**src/rtl/pl_ifid_queue.sv**
```systemverilog
// pl_ifid_queue: IF/ID fetch queue. Instructions are decoded on the way in,
// so every entry already holds the decoded fields. The ID side sees the head
// entry, or all zeros when the queue is empty.
module pl_ifid_queue #(
  parameter int PROG_CTR_WID = 10,
  parameter int DEPTH        = 4,
  parameter int CNT_WID      = $clog2(DEPTH+1)
) (
  input  logic                    clk,
  input  logic                    rst,
  input  logic                    if_valid,
  input  logic [15:0]             if_instr,
  input  logic [PROG_CTR_WID-1:0] if_pc,
  output logic                    if_ready,
  input  logic                    branch_taken_EX,
  input  logic                    id_ready,
  output logic                    id_valid,
  output logic [PROG_CTR_WID-1:0] id_pc,
  output logic [4:0]              id_opcode,
  output logic [2:0]              id_rd,
  output logic [3:0]              id_rs1,
  output logic [3:0]              id_rs2,
  output logic [2:0]              id_rs3,
  output logic [7:0]              id_imm,
  output logic [PROG_CTR_WID-1:0] id_branch_tgt,
  output logic [23:0]             id_ctrl,
  output logic                    id_illegal,
  output logic                    id_domain_err,
  output logic [CNT_WID-1:0]      count
);

  localparam int PTR_W = (DEPTH > 1) ? $clog2(DEPTH) : 1;

  // control vector bit positions
  localparam int C_ADD = 0,  C_AND = 1,  C_OR = 2,   C_NOT = 3,  C_ANDB = 4,  C_ORB = 5;
  localparam int C_NOTB = 6, C_CIN = 7,  C_OP2C = 8, C_JMP = 9,  C_CMP = 10,  C_SHL = 11;
  localparam int C_LGCL = 12, C_STORE = 13, C_LOAD = 14, C_WR = 15, C_JGT = 16, C_JLT = 17;
  localparam int C_JEQ = 18, C_JC = 19, C_UJMP = 20, C_LDI = 21, C_MUL = 22, C_RNS = 23;

  localparam logic [4:0] OP_RSTORE = 5'b01001;
  localparam logic [4:0] OP_LDI    = 5'b10010;
  localparam logic [4:0] OP_LAST   = 5'b10110;

  typedef struct packed {
    logic [PROG_CTR_WID-1:0] pc;
    logic [4:0]              opcode;
    logic [2:0]              rd;
    logic [3:0]              rs1;
    logic [3:0]              rs2;
    logic [2:0]              rs3;
    logic [7:0]              imm;
    logic [PROG_CTR_WID-1:0] tgt;
    logic [23:0]             ctrl;
    logic                    illegal;
    logic                    domain_err;
  } entry_t;

  entry_t             mem [DEPTH];
  entry_t             dec;
  entry_t             head;
  logic [PTR_W-1:0]   rd_ptr, wr_ptr;
  logic               push, pop;

  assign if_ready = (count != CNT_WID'(DEPTH));
  assign id_valid = (count != '0);
  assign push     = if_valid & if_ready;
  assign pop      = id_valid & id_ready;

  // decode the incoming word into the entry format
  always_comb begin
    logic [4:0] op;
    op         = if_instr[15:11];
    dec        = '0;
    dec.pc     = if_pc;
    dec.opcode = op;
    dec.rd     = if_instr[10:8];
    dec.rs1    = if_instr[3:0];
    dec.rs2    = if_instr[7:4];
    dec.imm    = if_instr[7:0];
    case (op)
      5'b00001: begin dec.ctrl[C_ADD] = 1'b1; dec.ctrl[C_WR] = 1'b1; end
      5'b00010: begin dec.ctrl[C_ADD] = 1'b1; dec.ctrl[C_CIN] = 1'b1;
                      dec.ctrl[C_OP2C] = 1'b1; dec.ctrl[C_WR] = 1'b1; end
      5'b00011: begin dec.ctrl[C_AND] = 1'b1; dec.ctrl[C_LGCL] = 1'b1; dec.ctrl[C_WR] = 1'b1; end
      5'b00100: begin dec.ctrl[C_OR] = 1'b1; dec.ctrl[C_LGCL] = 1'b1; dec.ctrl[C_WR] = 1'b1; end
      5'b00101: begin dec.ctrl[C_NOT] = 1'b1; dec.ctrl[C_LGCL] = 1'b1; dec.ctrl[C_WR] = 1'b1; end
      5'b00110: begin dec.ctrl[C_SHL] = 1'b1; dec.ctrl[C_WR] = 1'b1; end
      5'b00111: begin dec.ctrl[C_JMP] = 1'b1; dec.ctrl[C_UJMP] = 1'b1; end
      5'b01000: begin dec.ctrl[C_LOAD] = 1'b1; dec.ctrl[C_WR] = 1'b1; end
      5'b01001: begin dec.ctrl[C_STORE] = 1'b1; end
      5'b01010: begin dec.ctrl[C_ANDB] = 1'b1; dec.ctrl[C_LGCL] = 1'b1; dec.ctrl[C_WR] = 1'b1; end
      5'b01011: begin dec.ctrl[C_ORB] = 1'b1; dec.ctrl[C_LGCL] = 1'b1; dec.ctrl[C_WR] = 1'b1; end
      5'b01100: begin dec.ctrl[C_NOTB] = 1'b1; dec.ctrl[C_LGCL] = 1'b1; dec.ctrl[C_WR] = 1'b1; end
      5'b01101: begin dec.ctrl[C_ADD] = 1'b1; dec.ctrl[C_CMP] = 1'b1;
                      dec.ctrl[C_CIN] = 1'b1; dec.ctrl[C_OP2C] = 1'b1; end
      5'b01110: begin dec.ctrl[C_JMP] = 1'b1; dec.ctrl[C_JGT] = 1'b1; end
      5'b01111: begin dec.ctrl[C_JMP] = 1'b1; dec.ctrl[C_JLT] = 1'b1; end
      5'b10000: begin dec.ctrl[C_JMP] = 1'b1; dec.ctrl[C_JEQ] = 1'b1; end
      5'b10001: begin dec.ctrl[C_JMP] = 1'b1; dec.ctrl[C_JC] = 1'b1; end
      5'b10010: begin dec.ctrl[C_LDI] = 1'b1; dec.ctrl[C_WR] = 1'b1; end
      5'b10011: begin dec.ctrl[C_RNS] = 1'b1; dec.ctrl[C_ADD] = 1'b1; dec.ctrl[C_WR] = 1'b1; end
      5'b10100: begin dec.ctrl[C_RNS] = 1'b1; dec.ctrl[C_ADD] = 1'b1;
                      dec.ctrl[C_OP2C] = 1'b1; dec.ctrl[C_WR] = 1'b1; end
      5'b10101: begin dec.ctrl[C_RNS] = 1'b1; dec.ctrl[C_MUL] = 1'b1; dec.ctrl[C_WR] = 1'b1; end
      5'b10110: begin dec.ctrl[C_RNS] = 1'b1; dec.ctrl[C_WR] = 1'b1; end
      default:  dec.ctrl = '0;
    endcase
    // RSTORE names its source register in the rd slot; it writes nothing
    if (op == OP_RSTORE) begin
      dec.rs3 = if_instr[10:8];
      dec.rd  = '0;
    end
    if (dec.ctrl[C_JMP])
      dec.tgt = PROG_CTR_WID'(if_instr[9:0]);
    dec.illegal    = (op > OP_LAST);
    dec.domain_err = (if_instr[3] | if_instr[7]) & ~dec.ctrl[C_RNS] & ~dec.illegal
                     & ~dec.ctrl[C_JMP] & (op != OP_LDI);
  end

  // storage write; contents need no reset since count gates visibility
  always_ff @(posedge clk) begin
    if (push)
      mem[wr_ptr] <= dec;
  end

  // pointers and occupancy; flush wins over push/pop
  always_ff @(posedge clk or negedge rst) begin
    if (!rst) begin
      rd_ptr <= '0;
      wr_ptr <= '0;
      count  <= '0;
    end else if (branch_taken_EX) begin
      rd_ptr <= '0;
      wr_ptr <= '0;
      count  <= '0;
    end else begin
      if (push) wr_ptr <= wr_ptr + PTR_W'(1);
      if (pop)  rd_ptr <= rd_ptr + PTR_W'(1);
      case ({push, pop})
        2'b10:   count <= count + CNT_WID'(1);
        2'b01:   count <= count - CNT_WID'(1);
        default: count <= count;
      endcase
    end
  end

  // head entry, zeroed while empty
  always_comb begin
    head = '0;
    if (id_valid)
      head = mem[rd_ptr];
  end

  assign id_pc         = head.pc;
  assign id_opcode     = head.opcode;
  assign id_rd         = head.rd;
  assign id_rs1        = head.rs1;
  assign id_rs2        = head.rs2;
  assign id_rs3        = head.rs3;
  assign id_imm        = head.imm;
  assign id_branch_tgt = head.tgt;
  assign id_ctrl       = head.ctrl;
  assign id_illegal    = head.illegal;
  assign id_domain_err = head.domain_err;

endmodule

```
**config.mk**
```make
export PLATFORM = sky130hd
export DESIGN_NAME = pl_ifid_queue
export DESIGN_NICKNAME = d
export VERILOG_FILES = /design/src/rtl/pl_ifid_queue.sv
export SDC_FILE = /design/constraint.sdc
export NUM_CORES = 1
export LEC_CHECK = 0
export ABC_CLOCK_PERIOD_IN_PS = 8400
export BUFFER_PORTS_ARGS = -buffer_cell sky130_fd_sc_hd__buf_2
export CAP_MARGIN = 15
export CORE_MARGIN = 2
export CORE_UTILIZATION = 60
export DETAILED_ROUTE_END_ITERATION = 12
export PLACE_DENSITY_LB_ADDON = 0.3
export SLEW_MARGIN = 40
export SYNTH_ARGS = -nofsm -noshare
export SYNTH_HDL_FRONTEND = slang
export SYNTH_SLANG_ARGS = --single-unit
```
**constraint.sdc**
```tcl
create_clock -name clk -period 8.4 [get_ports clk]
set_input_delay 0.42 -clock clk [delete_from_list [all_inputs] [get_ports clk]]
set_output_delay 0.42 -clock clk [all_outputs]
set_load 0.05 [all_outputs]
```
==> Yosys cells after proc, flatten, opt, wreduce, memory -nomap -nowiden <==
Memory sizes are Yosys's and may differ from the RTL's.
Index checks and enable logic that the tools add are counted.
{ "classes": {"order_cmp": 1, "eq_ne": 26, "add_sub_neg": 4, "n_reduce_logical": 11, "bitwise_logic": 10, "n_mux": 36} }
{ "op_table": {"columns": ["cell", "count"], "rows": [
  ["$mux 73", 1],
  ["$eq 5x4->1 const B", 8],
  ["$eq 5x5->1 const B", 7],
  ["$mux 1", 26],
  ["$eq 5x3->1 const B", 4],
  ["$reduce_or 15->1", 1],
  ["$eq 5x2->1 const B", 2],
  ["$mux 10", 1],
  ["$reduce_or 5->1", 2],
  ["$mux 3", 3],
  ["$mux 2", 4],
  ["$and 1x1->1", 6],
  ["$pmux 3 s2", 1],
  ["$reduce_bool 3->1", 2],
  ["$reduce_or 6->1", 1],
  ["$eq 5x1->1 const B", 1],
  ["$gt 5x5->1 const B", 1],
  ["$ne 5x5->1 const B", 1],
  ["$add 2x1->2 const B", 2],
  ["$reduce_bool 2->1", 2],
  ["$reduce_or 4->1", 1],
  ["$add 3x1->3 const B", 1],
  ["$ne 3x3->1 const B", 1],
  ["$not 1->1", 3],
  ["other kinds (6)", 6]
]} }
{ "totals": {"ram_bits": 292, "memories": 1, "input_bits": 31, "regBits": 7} }
{ "mem_list": {"columns": ["name", "depth", "word_bits", "rd", "rd_clocked_by_memory_dff", "write_ports", "line_no", "rtl"], "rows": [
  ["mem", 4, 73, 1, 0, 1, "58", "entry_t mem [DEPTH];"]
]} }

==> Depth between registers and ports, before layout <==
{ "depth": {"ltp_word": 8, "mapped_depth": 7, "depth_no_buf": 6} }

==> Least setup slack after synthesis <==
OpenSTA, ideal clock, no wires.
{ "synth_timing": {"kind": "reg2reg", "from": "register count[1]", "to": "memory mem[0][0] (netlist name) (enable)", "path_stages_with_launch": 5, "t_arrival_ns": 3.147, "setup_ns": 0.430, "n_path_buf": 1, "setup_slack_ns": 4.823, "path_cell_list": "dfrtp_1 clkbuf_1 nor3b_1 inv_1 and3_1"} }
{ "synth_via": {"elab_chain_cells": 4} }
{ "synth_lines": {"columns": ["element", "line_no", "rtl"], "rows": [
  ["start, declared", "29", "output logic [CNT_WID-1:0] count"],
  ["start signal, assigned", "140", "2'b10: count <= count + CNT_WID'(1);"],
  ["start signal, assigned", "141", "2'b01: count <= count - CNT_WID'(1);"],
  ["start signal, assigned", "142", "default: count <= count;"],
  ["$ne 3x3->1", "64", "assign if_ready = (count != CNT_WID'(DEPTH));"],
  ["named net if_ready", "14", "output logic if_ready,"],
  ["$and 1x1->1", "66", "assign push = if_valid & if_ready;"],
  ["$mux 1", "122", "if (push)"],
  ["$mux 1 (implied by the code)", "123", "mem[wr_ptr] <= dec;"],
  ["end, declared", "58", null]
]} }
The timed path passes the listed nets, and every way through them passes these cells.

==> Worst setup path in the final report <==
{ "layout_timing": {"from": "register rd_ptr[0]", "to": "output port id_rs3[2]"} }
{ "layout_via": {"elab_chain_cells": 2} }
{ "layout_lines": {"columns": ["element", "line_no", "rtl"], "rows": [
  ["start, declared", "61", "logic [PTR_W-1:0] rd_ptr, wr_ptr;"],
  ["start signal, assigned", "138", "if (pop) rd_ptr <= rd_ptr + PTR_W'(1);"],
  ["$mem_v2 4x73", null, null],
  ["$mux 73", "150", "if (id_valid)"],
  ["end, declared", "23", "output logic [2:0] id_rs3,"]
]} }
Every way passes these cells.

==> flow_summary.json <==
{
  "status": "complete, no violations",
  "grt_max_degree": 68,
  "seq_power_share": 0.434,
  "cp_cell_sequence": "buf_6 > mux4_2 > and2_1 > buf_2",
  "synth_compound_area_frac": 0.01763,
  "fin_crit_sh": 0.3906,
  "finalMaxSlewViolations": 0,
  "p_int_w": 0.002522,
  "tns_ps": 0,
  "skew_ps": 14.07,
  "avgSynthCellArea_sq_um": 19.34,
  "ant_nets": 0,
  "cts-htree-levels": 1,
  "syn_area_sq_um": 10930,
  "holdWs_ps": 111.2,
  "clkPwrFrac": 0.306,
  "wl_per_cell_um": 22.62,
  "yosysTopAreaCell": "edfxtp_1",
  "hpwl_um": 12270,
  "synth_xor_area_frac": 0.004008,
  "grt_pass1_wl_um": 32820,
  "detail_route.first_pass.iterations": 5,
  "grt-ovfl-total": 0,
  "worstMarginPinSlew_ps": 694.6,
  "synthAdderAreaFrac": 0.006412,
  "yosys_warnings": 0,
  "synthMuxAreaShare": 0.1340,
  "relSlewSlack": 0.5369,
  "cp-start-kind": "register",
  "clk_latency_ps": 520,
  "crit_required_ps": 7980,
  "ioPinCount": 109,
  "power_leakage_nw": 4.311,
  "p_sw_frac": 0.3171,
  "clock_sinks": 267,
  "grt_usage": 0.2203,
  "synth_top_area_share": 0.7145,
  "final_core_util": 0.6986,
  "fp.dieH_um": 139.0,
  "core_sq_um": 17900,
  "ys_types": 44,
  "crit_path_end_kind": "output pin",
  "antenna_found_initial": 1,
  "r2r_setup_slack_ps": 5820,
  "setup_viol": 0,
  "max_cap_violations": 0,
  "die_w_um": 139.0,
  "dr_total_vias": 5512,
  "post-cts-setup-buffers": 0,
  "synth-simple-area-share": 0.07958,
  "critPathMaxFanout": 48,
  "p_sw_w": 0.001171,
  "hold_viol": 0,
  "routed_wl_um": 20720,
  "min-delay-path-class": "in -> reg",
  "synth_nets": 601,
  "clkTransAtPathRegs_ps": 60,
  "crit_family": "buffers and inverters",
  "vias_per_cell": 6.017,
  "yosysSeqAreaShare": 0.7306,
  "die_area_sq_um": 19310,
  "crit_buf_inv": 2,
  "p_per_area_nw_per_um2": 295.3,
  "cts_buffers": 26,
  "fmax_mhz": 304.8,
  "slowest_stage": "dfrtp_4",
  "nFillCells": 1144,
  "cts_tree": "done",
  "peakVddDrop_v": 0.0002436,
  "synth.ff_latch_count": 267,
  "grt_pass1_vias": 5916,
  "p_comb_frac": 0.261,
  "root_buffer": "clkbuf_16",
  "rsz0062_at_grt": "false",
  "initial_core_util": 0.6104,
  "gp_congestion": 0.7433,
  "port_buffers": 108,
  "syn2layout_area_growth_pct": 14.46,
  "crit_arrival_ps": 2860,
  "syn_inst": 565,
  "crit_path_max_incr_delay_ps": 680,
  "drc": 0,
  "crit_type": "reg -> out",
  "fin_nets": 703,
  "min_period_ps": 3281,
  "drtIter0Drc": 494,
  "rows": 49,
  "layout-drive-gt1-share": 0.3309,
  "netlist_top_cells_area": "edfxtp_1 71%, mux4_2 13%, and2_1 4.5%",
  "synth_top_family_by_area": "multiplexers",
  "cts_max_path_buffers": 3
}
[through the flow]
| stage | std cells | instance area, sq um | setup slack [ps] | power [W] |
|---|---|---|---|---|
| 4_1_cts | 915 | 12500 | 5017 | 0.003727 |
| 3_5_place_dp | 867 | 11660 | 5583 | 0.002602 |
| 2_1_floorplan | 565 | 10930 | 4823 | 0.002408 |
| 5_1_grt | 916 | 12510 | 4921 | 0.003826 |
| 3_3_place_gp | 861 | 11520 | 5322 | 0.002576 |
| 6_report | 916 | 12510 | 5119 | 0.003693 |
[power by group through the flow]
stage	clock, W	sequential [W]	combinational (W)
floorplan	0	0.00161	0.000800
global placement	0	0.00162	0.000952
detailed placement	0	0.00163	0.000973
CTS	0.00115	0.00160	0.000976
global route	0.00120	0.00161	0.00101
finish	0.00113	0.00160	0.000963
[cells in the mapped netlist, drive strengths merged]
library cell and number:
edfxtp 260, and2 79, mux4 65, buf 26, clkbuf 17, nor2 17, nand2b 10, a21oi 8
dfrtp 7, nor2b 6, and3 5, inv 5, nand3 5, nand3b 5, o21ai 5, ha 4
nand2 4, nor3 4, nor3b 3, xor2 3, a311oi 2, a31oi 2, nor4 2, o22ai 2
o31ai 2, or2 2, or3 2, xnor2 2, a2111oi 1, a211oi 1, a221oi 1, fa 1
nand4bb 1, o22a 1, o311a 1, o311ai 1, o32ai 1, o41ai 1, or3b 1
[layout by cell type (no fill, tap or decap), types with 3 or more instances in the layout]
| cell type | n |
|---|---|
| dfrtp_1 | 5 |
| and2_1 | 79 |
| nand3b_1 | 5 |
| o21ai_0 | 5 |
| nand2_1 | 4 |
| nor3b_1 | 3 |
| nand3_1 | 5 |
| clkbuf_1 | 7 |
| buf_12 | 6 |
| nand2b_1 | 10 |
| clkinv_1 | 5 |
| clkbuf_16 | 27 |
| buf_2 | 108 |
| mux4_2 | 65 |
| xor2_1 | 3 |
| a21oi_1 | 8 |
| inv_1 | 5 |
| nor3_1 | 4 |
| nor2b_1 | 6 |
| bufinv_16 | 3 |
| and3_4 | 4 |
| nor2_1 | 16 |
| ha_1 | 4 |
| edfxtp_1 | 260 |
| clkinv_2 | 5 |
[kinds of logic (layout without fill, tap and decap cells)]
logic type,count (synthesis),after routing
fa+ha+maj,5,5
simple gates,146,146
xor+xnor,5,5
other cells,0,1
buf+inv,48,169
compound gates,29,29
mux,65,65
flops,267,267
[cell type report]
class / count / area [sq um] / area share
flip-flops and latches: 267 / 7990 / 0.6389
repair buffers: 117 / 689.4 / 0.05512
inverters: 5 / 18.77 / 0.001501
well taps: 229 / 286.5 / 0.02291
clock buffers: 34 / 701.9 / 0.05612
diodes: 1 / 2.502 / 0.0002001
clock inverters: 13 / 133.9 / 0.01070
multi-input cells: 250 / 2684 / 0.2146
[path summary, 6_finish.rpt]
| kind | startpoint | endpoint | cells past startpoint |
|---|---|---|---|
| setup / recovery | rd_ptr[0] | id_rs3[2] | 4 |
| hold / removal | if_pc[2] | mem[0][65] | 1 |
| setup reg to reg | count[1] | count[1] | 5 |
| hold reg to reg | wr_ptr[1] | wr_ptr[1] | 2 |
| max in group asynchronous | rst | rd_ptr[0] | 2 |
| min in group asynchronous | rst | wr_ptr[1] | 2 |
[flip-flops by register name, summed over array words and instances (netlist names)]
register / flops
rd_ptr: 2
wr_ptr: 2
count: 3
mem: 260
[repair_timing]
action / 4_1_cts / 5_1_grt
hold buffers: 1 / 0
endpoints found under the hold margin: 7 / 0
resized for setup: 0 / 0
[routing by layer]
layer  GRT usage  wire (um)
met5           0          0
met1      0.2996       8484
met2      0.3749      10600
met4     0.06699        399
met3     0.03591       1242
Note: power is estimated with default switching activity, not from simulation.
